--- src/rtl/ieeedrv_sd_arb_pkg.sv ---
// ieeedrv_pkg: shared types and widths for the IEEE drive SD request path
package ieeedrv_pkg;
    localparam int SD_BLK_W = 6;
    localparam int SD_LBA_W = 32;
    typedef enum logic [1:0] {IDLE, ISSUE, XFER, DONE} sd_arb_state_t;
endpackage

--- src/rtl/ieeedrv_sd_arb_if.sv ---
// ieeedrv_sd_arb_if: one MiSTer SD host channel (arbiter is master, hps_io side is slave)
interface ieeedrv_sd_arb_if;
    import ieeedrv_pkg::*;
    logic [SD_LBA_W-1:0] lba;
    logic [SD_BLK_W-1:0] blk_cnt;
    logic                rd;
    logic                wr;
    logic                ack;
    logic [7:0]          buff_din;
    modport master (output lba, blk_cnt, rd, wr, buff_din, input ack);
    modport slave (input lba, blk_cnt, rd, wr, buff_din, output ack);
endinterface

--- src/rtl/ieeedrv_rr_pick.sv ---
// ieeedrv_rr_pick: round-robin priority encoder, first request after index last
module ieeedrv_rr_pick
    import ieeedrv_pkg::*;
#(
    parameter int NREQ = 4,
    parameter int GW = (NREQ > 1) ? $clog2(NREQ) : 1
) (
    input  logic [NREQ-1:0] req,
    input  logic [GW-1:0]   last,
    output logic            valid,
    output logic [GW-1:0]   idx
);
    // scan from farthest to nearest so the nearest request after last wins
    always_comb begin
        valid = |req;
        idx = '0;
        for (int k = NREQ; k >= 1; k--)
            if (req[(int'(last) + k) % NREQ]) idx = GW'((int'(last) + k) % NREQ);
    end
endmodule

--- src/rtl/ieeedrv_sd_arb.sv ---
// ieeedrv_sd_arb: round-robin arbiter of subdrive SD requests onto one host SD channel
module ieeedrv_sd_arb
    import ieeedrv_pkg::*;
#(
    parameter int NREQ = 4,
    parameter int TMO_W = 24
) (
    input  logic                               clk_sys,
    input  logic                               reset,
    input  logic [NREQ-1:0][SD_LBA_W-1:0]      req_lba,
    input  logic [NREQ-1:0][SD_BLK_W-1:0]      req_blk_cnt,
    input  logic [NREQ-1:0]                    req_rd,
    input  logic [NREQ-1:0]                    req_wr,
    output logic [NREQ-1:0]                    req_ack,
    input  logic [NREQ-1:0][7:0]               req_buff_din,
    ieeedrv_sd_arb_if.master                   sd,
    output logic                               busy,
    output logic                               timeout
);
    localparam int GW = (NREQ > 1) ? $clog2(NREQ) : 1;

    sd_arb_state_t state;
    logic [GW-1:0] grant, last, pick_idx;
    logic          pick_valid;
    logic [TMO_W-1:0] cnt, cnt_nxt;

    ieeedrv_rr_pick #(.NREQ(NREQ), .GW(GW)) u_pick (
        .req   (req_rd | req_wr),
        .last  (last),
        .valid (pick_valid),
        .idx   (pick_idx)
    );

    assign cnt_nxt = cnt + TMO_W'(1);
    assign sd.buff_din = req_buff_din[grant];
    assign busy = (state != IDLE) | (|req_rd) | (|req_wr);

    // ack is steered combinationally so it lines up with the host's buffer write strobe
    always_comb begin
        req_ack = '0;
        req_ack[grant] = sd.ack & ((state == ISSUE) | (state == XFER));
    end

    // arbitration FSM; a stale ack left over from a reset blocks new issues
    always_ff @(posedge clk_sys or posedge reset) begin
        if (reset) begin
            state <= IDLE;
            grant <= '0;
            last <= '0;
            cnt <= '0;
            sd.lba <= '0;
            sd.blk_cnt <= '0;
            sd.rd <= 1'b0;
            sd.wr <= 1'b0;
            timeout <= 1'b0;
        end else begin
            timeout <= 1'b0;
            case (state)
                IDLE: begin
                    cnt <= '0;
                    if (!sd.ack && pick_valid) begin
                        grant <= pick_idx;
                        sd.lba <= req_lba[pick_idx];
                        sd.blk_cnt <= req_blk_cnt[pick_idx];
                        sd.rd <= req_rd[pick_idx];
                        sd.wr <= !req_rd[pick_idx];
                        state <= ISSUE;
                    end
                end
                ISSUE: begin
                    if (sd.ack) begin
                        state <= XFER;
                    end else if (&cnt_nxt) begin
                        timeout <= 1'b1;
                        sd.rd <= 1'b0;
                        sd.wr <= 1'b0;
                        last <= grant;
                        state <= IDLE;
                    end else begin
                        cnt <= cnt_nxt;
                    end
                end
                XFER: begin
                    if (!sd.ack) begin
                        sd.rd <= 1'b0;
                        sd.wr <= 1'b0;
                        state <= DONE;
                    end
                end
                default: begin
                    last <= grant;
                    state <= IDLE;
                end
            endcase
        end
    end
endmodule

--- src/flat_wrapper.sv ---
// flat-port wrapper written by rule: the top's interface ports become plain ports
module ieeedrv_sd_arb_flat import ieeedrv_pkg::*;
#(
    parameter int NREQ = 4,
    parameter int TMO_W = 24
)
  (clk_sys, reset, req_lba, req_blk_cnt, req_rd, req_wr, req_ack, req_buff_din, busy, timeout, sd_lba, sd_blk_cnt, sd_rd, sd_wr, sd_buff_din, sd_ack);
  ieeedrv_sd_arb_if sd_i ();
  input  logic clk_sys;
  input  logic reset;
  input  logic [NREQ-1:0][SD_LBA_W-1:0] req_lba;
  input  logic [NREQ-1:0][SD_BLK_W-1:0] req_blk_cnt;
  input  logic [NREQ-1:0] req_rd;
  input  logic [NREQ-1:0] req_wr;
  output logic [NREQ-1:0] req_ack;
  input  logic [NREQ-1:0][7:0] req_buff_din;
  output logic busy;
  output logic timeout;
  output wire logic [$bits(sd_i.lba)-1:0] sd_lba;
  output wire logic [$bits(sd_i.blk_cnt)-1:0] sd_blk_cnt;
  output wire logic [$bits(sd_i.rd)-1:0] sd_rd;
  output wire logic [$bits(sd_i.wr)-1:0] sd_wr;
  output wire logic [$bits(sd_i.buff_din)-1:0] sd_buff_din;
  input wire logic [$bits(sd_i.ack)-1:0] sd_ack;
  assign sd_lba = sd_i.lba;
  assign sd_blk_cnt = sd_i.blk_cnt;
  assign sd_rd = sd_i.rd;
  assign sd_wr = sd_i.wr;
  assign sd_buff_din = sd_i.buff_din;
  assign sd_i.ack = sd_ack;
  ieeedrv_sd_arb #(.NREQ(NREQ), .TMO_W(TMO_W)) u_core (.clk_sys(clk_sys), .reset(reset), .req_lba(req_lba), .req_blk_cnt(req_blk_cnt), .req_rd(req_rd), .req_wr(req_wr), .req_ack(req_ack), .req_buff_din(req_buff_din), .sd(sd_i), .busy(busy), .timeout(timeout));
endmodule
--- config.mk ---
export PLATFORM = sky130hd
export DESIGN_NAME = ieeedrv_sd_arb_flat
export DESIGN_NICKNAME = d
export VERILOG_FILES = /design/src/rtl/ieeedrv_sd_arb_pkg.sv /design/src/rtl/ieeedrv_sd_arb_if.sv /design/src/rtl/ieeedrv_rr_pick.sv /design/src/rtl/ieeedrv_sd_arb.sv /design/src/flat_wrapper.sv
export SDC_FILE = /design/constraint.sdc
export NUM_CORES = 1
export LEC_CHECK = 0
export ABC_AREA = 1
export CORE_MARGIN = 10
export CORE_UTILIZATION = 24
export DETAILED_ROUTE_END_ITERATION = 8
export PLACE_DENSITY = 0.5
export SYNTH_ARGS = -nofsm -noshare
export SYNTH_HDL_FRONTEND = slang
export SYNTH_SLANG_ARGS = --single-unit
--- constraint.sdc ---
create_clock -name clk_sys -period 5.8 [get_ports clk_sys]
set_input_delay 1.45 -clock clk_sys [delete_from_list [all_inputs] [get_ports clk_sys]]
set_output_delay 1.45 -clock clk_sys [all_outputs]
set_load 0.005 [all_outputs]
==> qor.yml, run 1 <==
worst_setup_path:
  critPathMostFrequentCell: "clkdlybuf4s50_1"
  critical_path_buf_inv_count: 3
  critPathKind: "input pin to output pin"
  end_kind: "output pin"
  slowest_stage: "clkdlybuf4s50_1"
  crit_required_ns: 4.35
  crit_arrival_ns: 2.99
  max_stage_delay_ns: 0.48
  path_max_fanout: 4
  start_kind: "input pin"
  cp_top_family: "buffers and inverters"
  crit_chain: "clkdlybuf4s50_1 > nor2_1 > nand4_1 > inv_1 > nand2_1 > clkdlybuf4s50_1"
clock_network:
  clock_latency_ns: 0.35
  cts_tree: "yes"
  cts_sinks: 71
  cts_buffer_depth: 2
  cts_made_buffers: 9
  ctsHoldBuffers: 0
  cts_root_buf: "clkbuf_16"
  clk_pin_slew_ns: 0.06
  postCtsSetupRepairBufs: 0
  h-tree-depth: 3
  cts_resized: 0
sta:
  period_needed_ns: 4.44
  max_freq_mhz: 225
  relSlewSlack_pct: 23.0
  rsz0062_at_grt: "false"
  setup_violations: 0
  finalHoldViolCount: 0
  setup_tns_ns: 0
  timing.final.crit_share_pct: 76.6
  tightest_slew_ns: 1.15
  finClkSkew_ns: 0.0104
  timing.hold.ws_ns: 0.483
  final_max_slew_viol_count: 0
yosys:
  synth_cell_type_count: 27
  synth_top_cells_by_area: "dfrtp_1 32%, nand2_1 19%, nand3_1 10%, inv_1 6.6%, o21ai_0 6.3%"
  yosys_register_bits: 71
  synth_edf_count: 0
  async_flop_share_pct: 100
  synth_top_area_cell: "dfrtp_1"
  yosysMostFrequentCell: "nand2_1"
  syn_area_um2: 5480
  synth.top_cells.by_count: "284 x nand2_1, 112 x nand3_1, 96 x inv_1"
  syn-num-nets: 1089
  yosysTopAreaCellShare_pct: 32.4
  syn_inst: 889
  synth_top_flop_cell: "dfrtp_1"
  seq_area_frac_synth_pct: 32.4
  yosys_warnings: 0
  avgSynthCellArea_um2: 6.16
layout:
  final_nets: 1314
  fillerInstances: 2473
  drive_gt1_share_pct: 3.66
  area_growth_pct: 55.4
floorplanning:
  pin_count: 249
  die_w_um: 171
  dieHeight_um: 171
  die_area_um2: 29300
  core_um2: 22600
  row_count: 55
  initial_utilization_pct: 24.3
drt:
  drt_iter0_drc: 332
  ant_nets: 0
  drt-total-wl_um: 23900
  drcViolationCount: 0
  viasPerCell: 4.57
  vias: 6425
  routedWlPerCell_um: 17.0
  drtPass1Iterations: 4
job:
  drv_cap: 0
pwr:
  power_leakage_nw: 3.81
  power.density_nw_per_um2: 433
  peakVddDrop_v: 0.000234
outcome:
  status: "finished, final reports clean"
global_routing:
  grt_pass1_vias: 6419
  grt_pass1_wl_um: 36800
  overflow: 0
  antenna_found_initial: 5
  track_usage_pct: 16.2
  grt_max_degree: 65
placed_design:
  port_buffers: 248
  place_congestion: 0.824
  dpl.hpwl_um: 18900
hold_path:
  hold_path_class: "flop to flop"
[per-stage QoR]
stage	setup WS [ns]	util (%)	instances	cell area [um^2]	total power [W]
after floorplan	2.47	-	889	5480	0.00217
after detailed placement	1.18	36.3	1388	8190	0.00311
final	1.36	37.7	1405	8510	0.00368
after global routing	1.03	37.7	1404	8510	0.00404
after CTS	1.31	37.7	1404	8510	0.00376
after global placement	1.26	36.3	1388	8190	0.00312
[cell families (layout without fill, tap and decap cells)]
group           after synthesis  count (layout)  synth area share [%]
simple gates                524             524                  40.4
compound gates              146             146                  15.2
buf+inv                     141             371                  10.3
flops                        71              71                  32.4
fa+ha+maj                     5               5                  1.14
xor+xnor                      2               2                 0.457
other cells                   0               1                     0
[path summary, 6_finish.rpt]
check	slack, ns	end	cells past startpoint	from
worst max register to register	2.70	u_core.sd.blk_cnt[5]	14	u_core.last[0]
worst min register to register	0.48	u_core.sd.blk_cnt[2]	2	u_core.sd.blk_cnt[2]
max in group asynchronous	3.36	u_core.cnt[8]	3	reset
min in group asynchronous	1.46	u_core.sd.lba[15]	2	reset
worst min-delay path	0.48	u_core.sd.blk_cnt[2]	2	u_core.sd.blk_cnt[2]
worst max-delay path	1.36	busy	6	req_rd[3]
[cell usage in the layout (no fill, tap or decap), types with 4 or more instances in the layout]
cell / instances
a22oi_1: 9
clkdlybuf4s50_1: 248
o211ai_1: 19
nor2_2: 4
o21a_1: 12
nand2_2: 6
o21ai_0: 69
dfrtp_1: 71
nor2_4: 4
ha_1: 5
nand4_1: 16
nand2_1: 283
inv_1: 95
nand3_1: 112
clkbuf_16: 9
buf_4: 7
nor2_1: 91
nor3_1: 5
a21oi_1: 36
[worst register-to-register path, cell delays in order, from the launching register on]
cell,delay [ns]
dfrtp_1,0.51
inv_2,0.11
nand2_1,0.10
nor2_1,0.05
nor2_1,0.14
nand2_1,0.08
inv_1,0.05
nand2_1,0.06
nand2_1,0.06
nand2_1,0.13
nand2_4,0.46
inv_1,0.69
o21a_1,0.37
o21ai_0,0.08
nand3_1,0.10
[layer usage]
layer	vias up	share of wire, %	GRT usage (%)
li1	3327	-	-
met1	2899	39	17.5
met2	164	49	27.3
met3	29	9.7	8.18
met4	6	1.9	4.91
met5	-	0.17	0
[sequential cells by signal, summed over array words and instances (netlist names)]
signal             flops
u_core.cnt            24
u_core.grant           2
u_core.last            2
u_core.sd.blk_cnt      6
u_core.sd.lba         32
u_core.sd.rd           1
u_core.sd.wr           1
u_core.state           2
u_core.timeout         1
[area by class of cell]
cell class	count	area (um^2)	share of cell area (%)
multi-input combinational	677	3140	36.9
tap	285	357	4.19
antenna	1	2.50	0.0294
clock buffer	10	229	2.69
clock inverter	6	92.6	1.09
timing repair buffer	255	2530	29.8
inverter	100	377	4.43
sequential	71	1780	20.9
[where the power goes]
group	internal, W	switching, W
clock	0.000379	0.000238
sequential	0.000663	0.000150
combinational	0.000900	0.00135
total	0.00194	0.00174
(Power assumes the default switching activity.)
==> run 2, diff against run 1 <==
- clock period: 5.8 -> 4.35 ns (I/O delays scaled with it)
==> run 2 against run 1 <==
Core utilization is 0.12 points higher. Register-to-register slack worse by 1.4 ns. Combinational power is 40% higher. Sequential power is 29% higher. Clock skew is 0.0021 ns higher. Count of clock-buffer cells in the layout stayed put. Largest power group unchanged.
==> qor.yml, run 2 (same netlist as run 1, synthesis figures left out) <==
worst_setup_path:
  max_stage_delay_ns: 0.59  # +0.11 ns
  path_max_fanout: 6  # +2
  end_kind: "output pin"
  crit_chain: "clkdlybuf4s50_1 > nand2_1 > nor3_1 > clkdlybuf4s50_1"
  critPathMostFrequentCell: "clkdlybuf4s50_1"
  critical_path_buf_inv_count: 2  # -1
  slowest_stage: "clkdlybuf4s50_1"
  cp_top_family: "buffers and inverters"
  critPathKind: "input pin to output pin"
  crit_arrival_ns: 2.53  # -0.46 ns
  crit_required_ns: 3.26  # -1.09 ns
  start_kind: "input pin"
sta:
  timing.hold.ws_ns: 0.477  # -0.00603 ns
  rsz0062_at_grt: "false"
  relSlewSlack_pct: 35.9  # +13 points
  final_max_slew_viol_count: 0  # unchanged
  finalHoldViolCount: 0  # unchanged
  finClkSkew_ns: 0.0125  # +0.00208 ns
  timing.final.crit_share_pct: 83.2
  setup_violations: 0  # unchanged
  period_needed_ns: 3.62
  max_freq_mhz: 276
  setup_tns_ns: 0  # unchanged
  tightest_slew_ns: 0.959  # -0.195 ns
layout:
  top_regs: "u_core.sd.lba: 32 flops, u_core.cnt: 24 flops, u_core.sd.blk_cnt: 6 flops"
  largest-register: "u_core.sd.lba"
  area_growth_pct: 55.8
  layout_commonest_cell: "nand2_1"
  layout.cells.non_filler: 1413  # +0.57%
  layout_common_cells: "283 x nand2_1, 248 x clkdlybuf4s50_1, 112 x nand3_1"
  drive_gt1_share_pct: 4.35  # +0.68 points
  largest_reg_flops: 32  # unchanged
  final_nets: 1322  # +0.61%
floorplanning:
  core_um2: 22600  # unchanged
  dieHeight_um: 171  # unchanged
  row_count: 55  # unchanged
  die_w_um: 171  # unchanged
  initial_utilization_pct: 24.3  # unchanged
  die_area_um2: 29300  # unchanged
  pin_count: 249  # unchanged
drt:
  drcViolationCount: 0  # unchanged
  drt_iter0_drc: 344  # +3.6%
  viasPerCell: 4.59  # +0.44%
  routedWlPerCell_um: 16.9  # -0.57%
  ant_nets: 0  # unchanged
  drtPass1Iterations: 5  # +1
  drt-total-wl_um: 23900  # unchanged
  vias: 6490  # +1.0%
global_routing:
  overflow: 0  # unchanged
  grt_max_degree: 43  # -34%
  grt_pass1_wl_um: 36400  # -0.90%
  antenna_found_initial: 5  # unchanged
  grt_pass1_vias: 6436  # +0.26%
  track_usage_pct: 16.2  # -0.081 points
clock_network:
  cts_buffer_depth: 2  # unchanged
  h-tree-depth: 3  # unchanged
  cts_sinks: 71  # unchanged
  cts_made_buffers: 9  # unchanged
  clock_latency_ns: 0.35  # about the same
  cts_resized: 0  # unchanged
  cts_root_buf: "clkbuf_16"
  postCtsSetupRepairBufs: 0  # unchanged
  cts_tree: "yes"
  clk_pin_slew_ns: 0.06  # about the same
  ctsHoldBuffers: 0  # unchanged
placed_design:
  place_congestion: 0.851  # +3.4%
  dpl.hpwl_um: 19100  # +0.90%
  port_buffers: 248  # unchanged
  place_inst: 1396  # +0.58%
pwr:
  power.density_nw_per_um2: 574  # +33%
  peakVddDrop_v: 0.000448  # +91%
  seq_power_share_pct: 21.5  # -0.6 points
  power_frac_comb_pct: 64.1  # +3.0 points
  p_sw_share_pct: 47.8  # +0.49 points
  clock_power_share_pct: 14.4  # -2.4 points
  power_leakage_nw: 3.84  # +0.58%
  power.total_w: 0.00490  # +33%
  p_switching_w: 0.00234  # +34%
  internal-power_w: 0.00256  # +32%
outcome:
  status: "finished, final reports clean"
hold_path:
  hold_path_class: "flop to flop"
job:
  drv_cap: 0  # unchanged
==> run 2: power by group through the flow <==
stage	registers, W	logic [W]	clock network (W)
after CTS	0.00106	0.00322	0.000735
after global routing	0.00108	0.00356	0.000762
after detailed placement	0.00106	0.00321	0
after floorplan	0.00103	0.00187	0
after global placement	0.00106	0.00322	0
final	0.00105	0.00314	0.000707
==> run 2: cell type report <==
class	count	area, um^2
clock inverter	6	46.3
timing repair buffer	263	2610
multi-input combinational	677	3140
antenna	1	2.50
clock buffer	10	229
tap	285	357
fill	2459	14000
inverter	100	377
sequential	71	1780
==> run 2: metal layers <==
layer | GRT usage (%) | vias to the layer above | part of all wire (%)
li1 | - | 3354 | -
met3 | 8.99 | 29 | 10
met1 | 17.4 | 2908 | 38
met5 | 0 | - | 0.22
met4 | 4.05 | 8 | 1.9
met2 | 26.9 | 191 | 49
==> run 2: path summary, 6_finish.rpt <==
| check | from | end | slack (ns) | cells past startpoint |
|---|---|---|---|---|
| hold / removal | u_core.sd.wr | u_core.sd.wr | 0.48 | 2 |
| max in group asynchronous | reset | u_core.cnt[6] | 2.45 | 3 |
| setup / recovery | sd_ack | req_ack[0] | 0.73 | 4 |
| setup reg to reg | u_core.cnt[0] | u_core.state[0] | 1.28 | 16 |
| hold reg to reg | u_core.sd.wr | u_core.sd.wr | 0.48 | 2 |
| min in group asynchronous | reset | u_core.sd.lba[27] | 1.08 | 2 |
==> run 2: worst register-to-register path, stage by stage (launching register included) <==
cell	delay [ns]
dfrtp_1	0.41
ha_1	0.22
nand2_2	0.10
nor2_4	0.19
nand2_1	0.12
nor2_2	0.20
nand2_1	0.07
nand2_1	0.11
nand2_1	0.06
nor2_1	0.10
nand2_1	0.07
nor2_1	0.11
nand2_2	0.33
nand2_2	0.59
nand2_1	0.14
nand2_1	0.09
nand2_1	0.05
==> run 2: stage by stage <==
step	instance area, um^2	worst slack, ns	utilization [%]
final	8540	0.732	37.8
after floorplan	5480	1.47	-
after global placement	8260	0.741	36.6
after global routing	8530	0.552	37.8
after CTS	8530	0.722	37.8
after detailed placement	8260	0.724	36.6
